<file path="config.mk">
export PLATFORM = sky130hd
export DESIGN_NAME = sprdma
export DESIGN_NICKNAME = d
export VERILOG_FILES = /design/src/rtl/sprdma.sv
export SDC_FILE = /design/constraint.sdc
export NUM_CORES = 1
export LEC_CHECK = 0
export BUFFER_PORTS_ARGS = -buffer_cell sky130_fd_sc_hd__buf_2
export CAP_MARGIN = 5
export CORE_ASPECT_RATIO = 1.2
export CORE_MARGIN = 2
export CORE_UTILIZATION = 46
export DETAILED_ROUTE_END_ITERATION = 6
export PLACE_DENSITY = 0.79
export SETUP_SLACK_MARGIN = 0.3
export SYNTH_ARGS = -nofsm -noshare
export SYNTH_HDL_FRONTEND = slang
export SYNTH_SLANG_ARGS = --single-unit
</file>
<file path="constraint.sdc">
create_clock -name clk_in -period 1.75 [get_ports clk_in]
set_input_delay 0.525 -clock clk_in [delete_from_list [all_inputs] [get_ports clk_in]]
set_output_delay 0.525 -clock clk_in [all_outputs]
set_load 0.005 [all_outputs]
</file>
<file path="src/rtl/sprdma.sv">
// sprdma: sprite DMA engine. A CPU write to 0x4014 starts a 256-byte copy
// from CPU page {page,00}..{page,FF} to 0x2004, halting the CPU meanwhile.
// Every DMA step advances only on a cpu_ce_in pulse.
// Build option: define SPRDMA_ALIGN_EN to insert one ALIGN step after the
// trigger (513 ce pulses per transfer instead of 512).
`timescale 1ns/1ps
module sprdma (
    input  logic        clk_in,
    input  logic        rst_n_in,
    input  logic        cpu_ce_in,
    input  logic [15:0] cpu_a_in,
    input  logic [7:0]  cpu_d_in,
    input  logic        cpu_r_nw_in,
    output logic        cpu_rdy_out,
    input  logic [7:0]  mem_d_in,
    output logic        dma_active_out,
    output logic [15:0] dma_a_out,
    output logic [7:0]  dma_d_out,
    output logic        dma_r_nw_out
);

    localparam logic [15:0] TRIG_ADDR     = 16'h4014;
    localparam logic [15:0] OAM_DATA_ADDR = 16'h2004;

    typedef enum logic [1:0] {
        S_READY = 2'd0,
        S_ALIGN = 2'd1,
        S_RD    = 2'd2,
        S_WR    = 2'd3
    } state_t;

    state_t      state_q, state_d;
    logic [7:0]  page_q, page_d;
    logic [7:0]  index_q, index_d;
    logic [7:0]  data_q, data_d;

    logic        cpu_rdy_q, cpu_rdy_d;
    logic        dma_active_q, dma_active_d;
    logic [15:0] dma_a_q, dma_a_d;
    logic [7:0]  dma_d_q, dma_d_d;
    logic        dma_r_nw_q, dma_r_nw_d;

    logic        trigger;

    // Start condition: a CPU write to 0x4014 on a ce pulse while idle.
    always_comb begin
        trigger = cpu_ce_in && !cpu_r_nw_in && (cpu_a_in == TRIG_ADDR) &&
                  (state_q == S_READY);
    end

    // Next-state, page/index/data register update.
    always_comb begin
        state_d = state_q;
        page_d  = page_q;
        index_d = index_q;
        data_d  = data_q;
        case (state_q)
            S_READY: begin
                if (trigger) begin
                    page_d  = cpu_d_in;
                    index_d = '0;
`ifdef SPRDMA_ALIGN_EN
                    state_d = S_ALIGN;
`else
                    state_d = S_RD;
`endif
                end
            end
            S_ALIGN: begin
`ifdef SPRDMA_ALIGN_EN
                if (cpu_ce_in) begin
                    state_d = S_RD;
                end
`else
                state_d = S_READY;
`endif
            end
            S_RD: begin
                if (cpu_ce_in) begin
                    data_d  = mem_d_in;
                    state_d = S_WR;
                end
            end
            S_WR: begin
                if (cpu_ce_in) begin
                    if (index_q == 8'hFF) begin
                        state_d = S_READY;
                    end else begin
                        index_d = index_q + 8'd1;
                        state_d = S_RD;
                    end
                end
            end
            default: state_d = S_READY;
        endcase
    end

    // Output values for the state being entered, so the bus outputs are flops.
    always_comb begin
        cpu_rdy_d    = 1'b1;
        dma_active_d = 1'b0;
        dma_a_d      = '0;
        dma_d_d      = '0;
        dma_r_nw_d   = 1'b1;
        case (state_d)
            S_ALIGN: begin
                cpu_rdy_d    = 1'b0;
                dma_active_d = 1'b1;
            end
            S_RD: begin
                cpu_rdy_d    = 1'b0;
                dma_active_d = 1'b1;
                dma_a_d      = {page_d, index_d};
            end
            S_WR: begin
                cpu_rdy_d    = 1'b0;
                dma_active_d = 1'b1;
                dma_a_d      = OAM_DATA_ADDR;
                dma_d_d      = data_d;
                dma_r_nw_d   = 1'b0;
            end
            default: begin
                cpu_rdy_d    = 1'b1;
                dma_active_d = 1'b0;
            end
        endcase
    end

    // State and output registers with synchronous active-low reset.
    always_ff @(posedge clk_in) begin
        if (!rst_n_in) begin
            state_q      <= S_READY;
            page_q       <= '0;
            index_q      <= '0;
            data_q       <= '0;
            cpu_rdy_q    <= 1'b1;
            dma_active_q <= 1'b0;
            dma_a_q      <= '0;
            dma_d_q      <= '0;
            dma_r_nw_q   <= 1'b1;
        end else begin
            state_q      <= state_d;
            page_q       <= page_d;
            index_q      <= index_d;
            data_q       <= data_d;
            cpu_rdy_q    <= cpu_rdy_d;
            dma_active_q <= dma_active_d;
            dma_a_q      <= dma_a_d;
            dma_d_q      <= dma_d_d;
            dma_r_nw_q   <= dma_r_nw_d;
        end
    end

    assign cpu_rdy_out    = cpu_rdy_q;
    assign dma_active_out = dma_active_q;
    assign dma_a_out      = dma_a_q;
    assign dma_d_out      = dma_d_q;
    assign dma_r_nw_out   = dma_r_nw_q;

endmodule

</file>
==> Word-level counts from Yosys, hierarchy flattened <==
Cells that the tools add are included.
{ "totals": {"word_cells": 42, "out_inout_bits": 27, "inputBits": 36, "reg_bits": 53} }
{ "op_classes": {"n_addsub": 1, "n_eq_ne": 8, "muxes": 17, "reduce_logical": 7} }
{ "op_table": {"columns": ["cell", "count"], "rows": [
  ["two-way mux 8 bit", 7],
  ["one-hot mux 16 bit (2 select lines)", 1],
  ["equality test 16 x 15 -> 1 bit, second input constant", 1],
  ["one-hot mux 8 bit (2 select lines)", 1],
  ["adder 8 x 1 -> 8 bit, second input constant", 1],
  ["equality test 2 bit, second input constant", 4],
  ["equality test 8 bit, second input constant", 1],
  ["two-way mux 2 bit", 4],
  ["one-hot mux 2 bit (4 select lines)", 1],
  ["equality test 2 x 1 -> 1 bit, second input constant", 2],
  ["logical AND 1 bit", 3],
  ["two-way mux 1 bit", 3],
  ["OR reduction 3 bit", 1],
  ["zero test 2 bit", 1],
  ["AND reduction 2 bit", 1],
  ["zero test 1 bit", 1]
]} }

==> Depth between registers and ports, before layout <==
{ "depth": {"depth_word": 9, "mapped_depth": 8} }

==> Least setup slack after synthesis <==
OpenSTA, ideal clock, no wires.
{ "synth_path": {"kind": "input to register", "startpoint": "input cpu_a_in[5]", "endpoint": "register dma_a_q[1] (netlist: dma_a_out[1])", "cell_stages": 5, "required_ns": 1.633, "arrival_ns": 1.736, "n_path_buf": 0, "path_slack_ns": -0.103, "path_cell_list": "or4b_1 -> nor3_2 -> a31oi_2 -> o221a_4 -> nor2b_4"} }
{ "synth_via": {"elab_chain_cells": 7, "word_cells_on_any_way": 10, "classes_between": "3 x eq/ne; 5 x mux; 2 x reduce/logical"} }
{ "synth_lines": {"columns": ["element", "line_no", "rtl"], "rows": [
  ["from (decl)", "11", "input logic [15:0] cpu_a_in,"],
  ["equality test 16 x 15 -> 1 bit *", "47", "trigger = cpu_ce_in && !cpu_r_nw_in && (cpu_a_in == TRIG_ADDR) &&"],
  ["logical AND 1 bit * (2 in series)", "47", null],
  ["two-way mux 2 bit", "59", "if (trigger) begin"],
  ["one-hot mux 2 bit (4 select lines)", "57", "case (state_q)"],
  ["equality test 2 bit", "105", "case (state_d)"],
  ["one-hot mux 16 bit (2 select lines) *", "105", null],
  ["to (signal assigned)", "148", "dma_a_q <= dma_a_d;"],
  ["to (decl)", "39", "logic [15:0] dma_a_q, dma_a_d;"]
]} }
Every way passes the cells marked *; elsewhere a longest branch is shown, timed or not.
A chain may end at the register's enable or synchronous reset.

==> Worst setup path in the final report <==
{ "layout_path": {"startpoint": "register state_q[1]", "endpoint": "register dma_a_q[9] (netlist: dma_a_out[9])"} }
{ "layout_via": {"elab_chain_cells": 6, "word_cells_on_any_way": 14, "classes_between": "5 x eq/ne; 7 x mux; 2 x reduce/logical"} }
{ "layout_lines": {"columns": ["element", "line_no", "rtl"], "rows": [
  ["from (decl)", "32", "state_t state_q, state_d;"],
  ["from (signal assigned)", "142", "state_q <= state_d;"],
  ["zero test 2 bit", "48, 57", null],
  ["logical AND 1 bit", "47", null],
  ["two-way mux 2 bit", "59", null],
  ["one-hot mux 2 bit (4 select lines)", "57", null],
  ["equality test 2 bit", "105", null],
  ["one-hot mux 16 bit (2 select lines) *", "105", null]
]} }
Marked as above.

==> qor.csv <==
metric;value;unit
synth top area cells;dfxtp_1 50%, mux2i_1 7.5%, nor2_1 7.1%;
Final Cell Area;3420;µm²
via count;2063;
Synth top area share;0.499;
endpoints failing setup;16;
CTS Sinks;53;
status;finished, violations left;
share of cells above drive strength 1;0.557;
final wirelength;6.51;mm
# IOs;63;
clock share of power;0.196;
CTS Hold Buffers Added;0;
worst reg2reg path startpoint;state_q[1];
gpl congestion;0.819;
vias in the first global route;1957;
Hold Path Depth;3;
Max Cap Viol;0;
Final nets;363;
Req. time, crit path;1.98;ns
Hold Crit Class;in2reg;
fin crit period;1.85;ns
post-synthesis cell type count;47;
H-tree Lvls;2;
root buffer cell;clkbuf_8;
Post-Place Cell Area;2780;µm²
commonest non-fill, non-tap cell in the layout;buf_2;
worst slack, placed;-0.303;ns
initial antenna violation count;0;
hold_ws;0.481;ns
FFs w/ async S/R, synth;0;
Worst-path clk slew;0.10;ns
cell area power density;1020;nW/µm²
CP arrival;2.08;ns
first-iteration detailed-routing DRC count;123;
Slew headroom;0.683;
Sw Pwr;1.25;mW
Buffers on Ports;62;
largest area contributor in the netlist;dfxtp_1;
Logic pwr share;0.424;
sw frac;0.359;
grt total ovfl;0;
Site Rows;27;
top_reg_cell synth;dfxtp_1;
pin count of the biggest net entering global routing;19;
Die H;78.5;µm
most frequent cells in the layout;57 x buf_2, 49 x dfxtp_1, 35 x nor2_1;
Worst Skew;0.0140;ns
first-pass detailed-route iteration total;4;
Syn Inst Count;220;
Clock Latency Late Sink;0.31;ns
DP HPWL;3.55;mm
area of the mapped netlist;2130;µm²
P_int;2.23;mW
Worst setup SP type;flop;
core area;4530;µm²
Hold Crit Start;cpu_d_in[4];
Pleak;1.39;nW
post-synth net total;261;
Pins Over Slew Limit;0;
Post-Syn Area per Cell;9.67;µm²
post-synthesis sequential element count;53;
final worst-path setup slack;-0.0989;ns
total CTS buffers;5;
peak supply drop;1.34;mV
total track usage;0.221;
fmax;0.541;GHz
kind of critical path;reg2reg;
clock buffer depth;2;
reg2reg path depth;7;
synthesis-to-layout area growth;60.9;%
first-pass GRT wire length;8.90;mm
R2R setup slack;-0.1;ns
DR vias/cell;5.41;
Synth Warn #;0;
TNS Setup;-0.669;ns
TritonCTS clock tree;done;
final period utilization;1.06;
RSZ-0062 raised after global routing;true;
sequential fraction of the synthesis area;0.499;
Least-Margin Pin Slew;0.475;ns
per-cell routed wire length;17.1;µm
Die Footprint;5190;µm²
diodes inserted;0;
Crit. End Element;flop;
CP Max Fanout;8;
Reg power frac;0.380;
Hold Vio Cnt, Final;0;
violated checks;negative setup slack;
reg2reg end;dma_a_out[9];
Die W;66.1;µm
Antenna Nets Post-Route;0;
Hold EP;page_q[4];
Post-synth EDFFs;0;
DRC violations left;0;
Initial Util;0.470;
flip-flops by register name, summed over array words and instances (netlist names):
name	count
data_q	8
cpu_rdy_out	1
index_q	8
state_q	2
dma_a_out	16
dma_active_out	1
page_q	8
dma_d_out	8
dma_r_nw_out	1
worst max-delay path by stage:
stage / from / endpoint / slack [ns] / cells past startpoint
floorplan: cpu_a_in[6] / dma_a_out[1] / -0.07 / 5
global placement: cpu_a_in[5] / dma_a_out[1] / -0.27 / 6
detailed placement: cpu_a_in[6] / index_q[4] / -0.30 / 6
CTS: cpu_a_in[6] / dma_a_out[1] / 0.03 / 6
global route: state_q[1] / dma_a_out[9] / -0.14 / 7
finish: state_q[1] / dma_a_out[9] / -0.1 / 7
kinds of logic after synthesis:
group           synth area share
mux                       0.0752
fa+ha+maj                 0.0294
flops                      0.499
buf+inv                   0.0264
simple gates               0.233
compound gates             0.138
power by group through the flow:
stage	sequential [mW]	clock (mW)	combinational, mW
after detailed placement	1.34	0	0.962
after floorplan	1.33	0	0.637
after global placement	1.34	0	0.948
after global routing	1.33	0.720	1.56
final	1.32	0.683	1.48
after CTS	1.31	0.668	1.19
synthesized netlist by cell type (2+ instances only):
library cell / count
clkbuf_1: 4
o21a_1: 3
o22ai_1: 3
a31oi_1: 3
nor3_1: 9
nand3_1: 6
nand4_1: 5
dfxtp_1: 53
buf_2: 3
ha_1: 5
a21oi_1: 14
mux2i_1: 16
and3_1: 2
and2_1: 2
or3_1: 4
nand2_1: 5
nor2b_1: 4
inv_1: 4
o21ai_0: 8
nor2_1: 40
metrics by stage:
step                      power, mW   util  instances
final                          3.49  0.756        381
after global routing           3.61  0.756        381
after CTS                      3.17  0.684        372
after detailed placement       2.30  0.614        356
after global placement         2.29  0.614        356
after floorplan                1.97      -        220
critical path: stages, from the launching register on:
cell,delay (ns)
dfxtp_4,0.42
inv_4,0.06
ha_4,0.17
o32a_1,0.40
o22ai_2,0.21
buf_4,0.17
nand3_4,0.15
nor3_2,0.19
layer usage:
layer  vias to the layer above  share of wire  global-route usage
met1                       987           0.37               0.249
li1                        990              -                   -
met2                        71           0.57               0.405
met3                        15          0.043              0.0516
met4                         0          0.020              0.0653
met5                         -              0                   0
layout make-up:
| cell class | count | area, µm² |
|---|---|---|
| clock inverter | 2 | 13.8 |
| sequential | 53 | 1070 |
| inverter | 4 | 20.0 |
| multi-input combinational | 156 | 1490 |
| tap | 58 | 72.6 |
| fill | 291 | 1100 |
| clock buffer | 6 | 72.6 |
| timing repair buffer | 102 | 689 |
what timing repair did:
action / CTS / global route
gates resized for setup: 43 / 51
endpoints found under the hold margin: 0 / 0
buffers inserted: 6 / 9
cloned: 2 / 0
endpoints found under the setup margin: 51 / 53
pin swaps: 8 / 10
Note: power is estimated with default switching activity, not from simulation.
